## src/rtl/alu_arbiter.sv

```systemverilog
// Round-robin arbiter sharing one combinational ALU between two requesters.
// Owns the icc register that feeds the ALU carry-in; one operation in flight at a time.
module alu_arbiter #(
    parameter int DATA_W    = 32,
    parameter bit FIRST_REQ = 1'b0
) (
    input  logic              clk,
    input  logic              rst_n,
    input  logic              req0_valid,
    output logic              req0_ready,
    input  logic [DATA_W-1:0] req0_a,
    input  logic [DATA_W-1:0] req0_b,
    input  logic [3:0]        req0_op,
    input  logic              req0_setcc,
    input  logic              req1_valid,
    output logic              req1_ready,
    input  logic [DATA_W-1:0] req1_a,
    input  logic [DATA_W-1:0] req1_b,
    input  logic [3:0]        req1_op,
    input  logic              req1_setcc,
    output logic              rsp0_valid,
    input  logic              rsp0_ready,
    output logic [DATA_W-1:0] rsp0_y,
    output logic [3:0]        rsp0_flags,
    output logic              rsp1_valid,
    input  logic              rsp1_ready,
    output logic [DATA_W-1:0] rsp1_y,
    output logic [3:0]        rsp1_flags,
    output logic [DATA_W-1:0] alu_a,
    output logic [DATA_W-1:0] alu_b,
    output logic              alu_cin,
    output logic [3:0]        alu_opcode,
    input  logic [DATA_W-1:0] alu_y,
    input  logic [3:0]        alu_flags,
    output logic [3:0]        icc
);

    generate
        if (DATA_W != 32) begin : g_bad_width
            $error("alu_arbiter: only DATA_W=32 is supported");
        end
    endgenerate

    typedef enum logic [1:0] {IDLE, EXEC, RESP} state_t;

    state_t            state_reg;
    logic [DATA_W-1:0] a_reg, b_reg, result_reg;
    logic [3:0]        op_reg, flags_reg, icc_reg;
    logic              setcc_reg, owner_reg, last_grant_reg, cin_reg;

    logic [1:0]        req_valid_w, req_ready_w, rsp_valid_w, rsp_ready_w;
    logic              grant_w;
    logic              accept_w;
    logic              op_has_flags_w;

    assign req_valid_w = {req1_valid, req0_valid};
    assign rsp_ready_w = {rsp1_ready, rsp0_ready};

    // Contested requests go to whoever did not win last time.
    always_comb begin
        grant_w = last_grant_reg;
        if (req_valid_w == 2'b11)
            grant_w = ~last_grant_reg;
        else if (req_valid_w[0])
            grant_w = 1'b0;
        else if (req_valid_w[1])
            grant_w = 1'b1;
    end

    generate
        for (genvar gi = 0; gi < 2; gi++) begin : g_port
            assign req_ready_w[gi] = (state_reg == IDLE) && (grant_w == 1'(gi)) && req_valid_w[gi];
            assign rsp_valid_w[gi] = (state_reg == RESP) && (owner_reg == 1'(gi));
        end
    endgenerate

    assign accept_w       = |req_ready_w;
    // Opcodes 1010..1111 are shifts/moves and produce no meaningful flags.
    assign op_has_flags_w = (op_reg <= 4'b1001);

    always_ff @(posedge clk or negedge rst_n) begin
        if (!rst_n) begin
            state_reg      <= IDLE;
            a_reg          <= '0;
            b_reg          <= '0;
            op_reg         <= '0;
            setcc_reg      <= 1'b0;
            owner_reg      <= 1'b0;
            cin_reg        <= 1'b0;
            last_grant_reg <= ~FIRST_REQ;
            result_reg     <= '0;
            flags_reg      <= '0;
            icc_reg        <= '0;
        end else begin
            case (state_reg)
                IDLE: begin
                    if (accept_w) begin
                        a_reg          <= grant_w ? req1_a : req0_a;
                        b_reg          <= grant_w ? req1_b : req0_b;
                        op_reg         <= grant_w ? req1_op : req0_op;
                        setcc_reg      <= grant_w ? req1_setcc : req0_setcc;
                        owner_reg      <= grant_w;
                        last_grant_reg <= grant_w;
                        // icc cannot change between accept and EXEC, so latch C now.
                        cin_reg        <= icc_reg[1];
                        state_reg      <= EXEC;
                    end
                end
                EXEC: begin
                    result_reg <= alu_y;
                    flags_reg  <= op_has_flags_w ? alu_flags : 4'b0000;
                    if (setcc_reg && op_has_flags_w)
                        icc_reg <= alu_flags;
                    state_reg  <= RESP;
                end
                RESP: begin
                    if (rsp_ready_w[owner_reg])
                        state_reg <= IDLE;
                end
                default: state_reg <= IDLE;
            endcase
        end
    end

    assign req0_ready = req_ready_w[0];
    assign req1_ready = req_ready_w[1];
    assign rsp0_valid = rsp_valid_w[0];
    assign rsp1_valid = rsp_valid_w[1];
    assign rsp0_y     = result_reg;
    assign rsp1_y     = result_reg;
    assign rsp0_flags = flags_reg;
    assign rsp1_flags = flags_reg;
    assign alu_a      = a_reg;
    assign alu_b      = b_reg;
    assign alu_opcode = op_reg;
    assign alu_cin    = cin_reg;
    assign icc        = icc_reg;

endmodule

```

## config.mk

```make
export PLATFORM = sky130hd
export DESIGN_NAME = alu_arbiter
export DESIGN_NICKNAME = d
export VERILOG_FILES = /design/src/rtl/alu_arbiter.sv
export SDC_FILE = /design/constraint.sdc
export NUM_CORES = 1
export LEC_CHECK = 0
export ABC_CLOCK_PERIOD_IN_PS = 3400
export CORE_AREA = 5 5 124 126
export DETAILED_ROUTE_END_ITERATION = 10
export DIE_AREA = 0 0 129 131
export PLACE_DENSITY = 0.82
export SLEW_MARGIN = 40
export SYNTH_ARGS = -nofsm -noshare
export SYNTH_HDL_FRONTEND = slang
export SYNTH_SLANG_ARGS = --single-unit
export TNS_END_PERCENT = 50
```

## constraint.sdc

```tcl
create_clock -name clk -period 3.4 [get_ports clk]
set_clock_uncertainty 0.1 [all_clocks]
set_input_delay 0.34 -clock clk [delete_from_list [all_inputs] [get_ports clk]]
set_output_delay 0.34 -clock clk [all_outputs]
set_load 0.03 [all_outputs]
```

# Word level (Yosys, flattened, before mapping)
# Index checks and enable logic that the tools add are counted.
# Widths: inputs -> output; s select.
# totals
regBits	114
in_bits	180
output_inout_bits	149
# op_classes
magnitude_cmp	2
eq_ne	5
n_mux	13
n_bitwise	3
reduce_logical	12
# op_table
operator	n
$mux 32	2
$mux 4	2
$logic_and 1x1->1	7
$mux 1	6
$pmux 2 s3	1
$reduce_and 2->1	3
$eq 2x2->1 const B	2
$le 4x4->1 const B	1
$mux 2	2
$not 1->1	3
$eq 2x1->1 const B	1
$logic_not 2->1	1
$lt 1x2->1 const B	1
$ne 2x1->1 const B	1
$ne 2x2->1 const B	1
$reduce_or 2->1	1

# Logic depth before layout (Yosys ltp)
# logic_depth
ltp_word	9
ltp_mapped	6

# Worst setup path after synthesis
# OpenSTA, ideal clock, no wires.
# synth_path
path_type	register to output
from	reg state_reg[0]
to	out req1_ready
arrival_time_ns	1.424
required_ns	2.960
slack_ns	1.536
stages_incl_launch_ff	6
path_buffers	2
path_cell_list	dfrtp_1 nor2_1 buf_2 buf_2 nand2_1 a21oi_1
# synth_between
elab_chain_len	3
# synth_lines
element	line_no	source
start, declared	46	state_t state_reg;
start signal, assigned	83	state_reg <= IDLE;
start signal, assigned	106	state_reg <= EXEC;
start signal, assigned	114	state_reg <= RESP;
$logic_not 2->1	72	assign req_ready_w[gi] = (state_reg == IDLE) && (grant_w == 1'(gi)) && req_valid_w[gi];
$logic_and 1x1->1 (2 in a row)	72	
end, declared	16	output logic req1_ready,
# No other way between the ends.

# Final worst setup path
# Same ends and word-level chain as after synthesis.

==> impl_metrics.json <==
{
  "drt-initial-drc-count": 339,
  "r2r_start": "last_grant_reg$_DFFE_PN1P_",
  "syn-cell-area_um2": 5640,
  "yosys_register_bits": 114,
  "combPwrFrac_pct": 57.3,
  "fin_crit_sh_pct": 74.7,
  "crit_buf_inv": 1,
  "grt_first_pass_wirelength_um": 31100,
  "ys_warn_count": 0,
  "critPathSlowestCell": "clkdlybuf4s50_1",
  "finalHoldViolCount": 0,
  "start_kind": "flip-flop",
  "cp_max_fo": 9,
  "globalplace.congestion": 0.826,
  "async_reset_ff_share_pct": 100,
  "core.rowCount": 44,
  "ys.flop_type": "dfrtp_1",
  "drc_errors": 0,
  "worst_slew_pin_slew_ps": 778,
  "pwr-share-clk_pct": 18.5,
  "place_area_um2": 8710,
  "slew_headroom_pct": 48.1,
  "fmax_mhz": 394,
  "cp.depth": 4,
  "design_area_um2": 9360,
  "grt-ovfl-total": 0,
  "synth_cells": 625,
  "drive_gt1_share_pct": 8.57,
  "clk_latency_ps": 400,
  "crit_path_cell_trace": "nor2_4 -> nand2_1 -> a21oi_1 -> clkdlybuf4s50_1",
  "instances_no_fill": 1082,
  "crit_end": "req1_ready",
  "p_switching_mw": 4.70,
  "synth-edff-count": 0,
  "grt_max_degree": 115,
  "drt-total-wl_um": 20800,
  "cap_violations": 0,
  "num_antenna_cells": 0,
  "timing.rr.end": "alu_opcode[2]$_DFFE_PN0P_",
  "h-tree-depth": 4,
  "ys_seq_area_share_pct": 50.6,
  "dieArea_um2": 16900,
  "cts_root_buffer": "clkbuf_16",
  "r2r_slack_ps": 1400,
  "path_class": "flip-flop to output pin",
  "hp-class": "input pin to flip-flop",
  "crit_path_start": "state_reg[0]$_DFFE_PN0P_",
  "end_kind": "output pin",
  "wl_per_cell_um": 19.3,
  "p_leak_nw": 3.80,
  "antenna_found_initial": 0,
  "cts_tree": "yes",
  "synth_nets": 805,
  "setup_viol": 0,
  "r2r_cells": 4,
  "grt_usage_pct": 23.7,
  "die_y_um": 131,
  "core_um2": 14200,
  "cts_resized": 0,
  "fp.dieW_um": 129,
  "path_delay_family": "buffers and inverters",
  "fin_setup_tns_ps": 0,
  "ioPinCount": 329,
  "status": "finished, final reports clean",
  "p_per_area_nw_per_um2": 1110,
  "whs_ps": 362,
  "peakVddDrop_v": 0.000483,
  "clkTransAtPathRegs_ps": 50,
  "min_period_ps": 2540,
  "vias": 5783,
  "grt_pass1_vias": 5739,
  "swShare_pct": 45.2,
  "rsz0062_at_grt": "no",
  "initial_core_util_pct": 39.7,
  "dr.pass1.iters": 6,
  "cpPeakStageDelay_ps": 710,
  "fillCellCount": 1154,
  "syn_to_final_growth_pct": 66.0,
  "syn_area_per_cell_um2": 9.02,
  "crit_required_ps": 2960,
  "p_int_mw": 5.69,
  "final_nets": 1066,
  "critical_path_arrival_ps": 2100,
  "cts_buffer_depth": 2,
  "drv_slew": 0,
  "viasPerCell": 5.34,
  "seq_power_share_pct": 24.3,
  "dpl.hpwl_um": 14000,
  "io_buffers": 328,
  "placed_cells": 1050,
  "synth_cell_type_count": 25,
  "cts_made_buffers": 17,
  "cts_sinks": 114,
  "ant_nets": 0
}
==> logic make-up (layout without fill, tap and decap cells) <==
group                  after synthesis  after routing  synth area share [%]
AO/OA/AOI/OAI                      213            213                  22.6
AND/OR/NAND/NOR                    192            192                  15.0
buffers and inverters              100            373                  10.6
flip-flops                         114            114                  50.6
multiplexers                         6              6                  1.26
==> synth_stat cells, types with 3 or more instances <==
library cell  number  area, um^2
dfrtp_1          113        2830
nand2_1          105         394
nand3_1           73         365
a21oi_1           72         360
o21ai_0           69         345
a31oi_1           51         319
buf_4             38         285
clkbuf_1          34         128
a31oi_2           19         238
buf_2             15        75.1
buf_6              8        90.1
mux2_2             5        56.3
nand2b_1           4        25.0
buf_1              3        11.3
nor2_1             3        11.3
==> per-layer routing <==
metal | global-route usage, % | up-vias | wire (um)
li1 | - | 2688 | -
met1 | 29.3 | 2758 | 8230
met2 | 38.8 | 301 | 10200
met3 | 7.85 | 36 | 1980
met4 | 8.46 | 0 | 469
met5 | 0 | - | 0
==> worst min-delay path: cells and delay by family <==
kind,cells,cell delay [ps]
buffers and inverters,1,390
AND/OR/NAND/NOR,2,90
==> layout by cell type (no fill, tap or decap) <==
cell type        Yosys  layout
dfstp_2              1       1
o21ai_0             69      68
nand3_1             73      73
a21oi_1             72      72
buf_12               0       4
clkbuf_16            0      17
dfrtp_1            113     113
or2_2                0       1
nor2b_2              0       1
nand2_1            105     105
clkbuf_8             0       4
clkinv_2             0       2
and3_1               2       2
clkbuf_1            34       1
nor2_4               0       1
dlygate4sd3_1        0       1
bufinv_16            0       4
clkinvlp_4           0       3
nand2b_1             4       2
inv_1                1       1
and2b_2              0       2
mux2_2               5       5
buf_4               38       9
nor2_1               3       2
and2_4               1       1
a31oi_2             19      19
a31oi_1             51      51
nand2b_2             0       2
clkdlybuf4s50_1      0     327
o21ai_1              2       3
mux2_4               1       1
==> power by group through the flow <==
stage	logic, mW	clock network, mW	registers (mW)
CTS	6.02	1.95	2.53
finish	5.95	1.92	2.53
floorplan	2.52	0	3.73
global route	6.34	2.01	2.61
detailed placement	6.00	0	2.53
global placement	5.95	0	2.50
==> per-stage QoR <==
step	power (mW)	util (%)	setup slack, ps
floorplan	6.25	-	1540
global placement	8.45	61.4	1060
detailed placement	8.53	61.4	1040
CTS	10.5	65.9	790
global route	11.0	65.9	696
finish	10.4	65.9	862
==> worst min path at each step <==
| stage | end | slack (ps) | cells after the start | start |
|---|---|---|---|---|
| after global placement | rsp0_y[15]$_DFFE_PN0P_ | 380 | 2 | rsp0_y[15]$_DFFE_PN0P_ |
| final | rsp0_y[9]$_DFFE_PN0P_ | 360 | 3 | alu_y[9] |
| after detailed placement | rsp0_y[24]$_DFFE_PN0P_ | 380 | 2 | rsp0_y[24]$_DFFE_PN0P_ |
| after global routing | rsp0_y[8]$_DFFE_PN0P_ | 350 | 3 | alu_y[8] |
| after CTS | rsp0_y[9]$_DFFE_PN0P_ | 350 | 3 | alu_y[9] |
| after floorplan | alu_a[0]$_DFFE_PN0P_ | -60 | 0 | rst_n |
==> repair_timing <==
item / CTS / global route
setup buffers: 0 / 0
hold endpoints to repair: 113 / 0
hold buffers: 1 / 0
==> layout make-up <==
| class | count | area [um^2] | area share [%] |
|---|---|---|---|
| clock buffer | 22 | 484 | 5.17 |
| clock inverter | 9 | 153 | 1.63 |
| inverter | 1 | 3.75 | 0.0401 |
| multi-input combinational | 411 | 2210 | 23.6 |
| sequential | 114 | 2850 | 30.5 |
| tap | 184 | 230 | 2.46 |
| timing repair buffer | 341 | 3430 | 36.6 |
(Power assumes the default switching activity.)
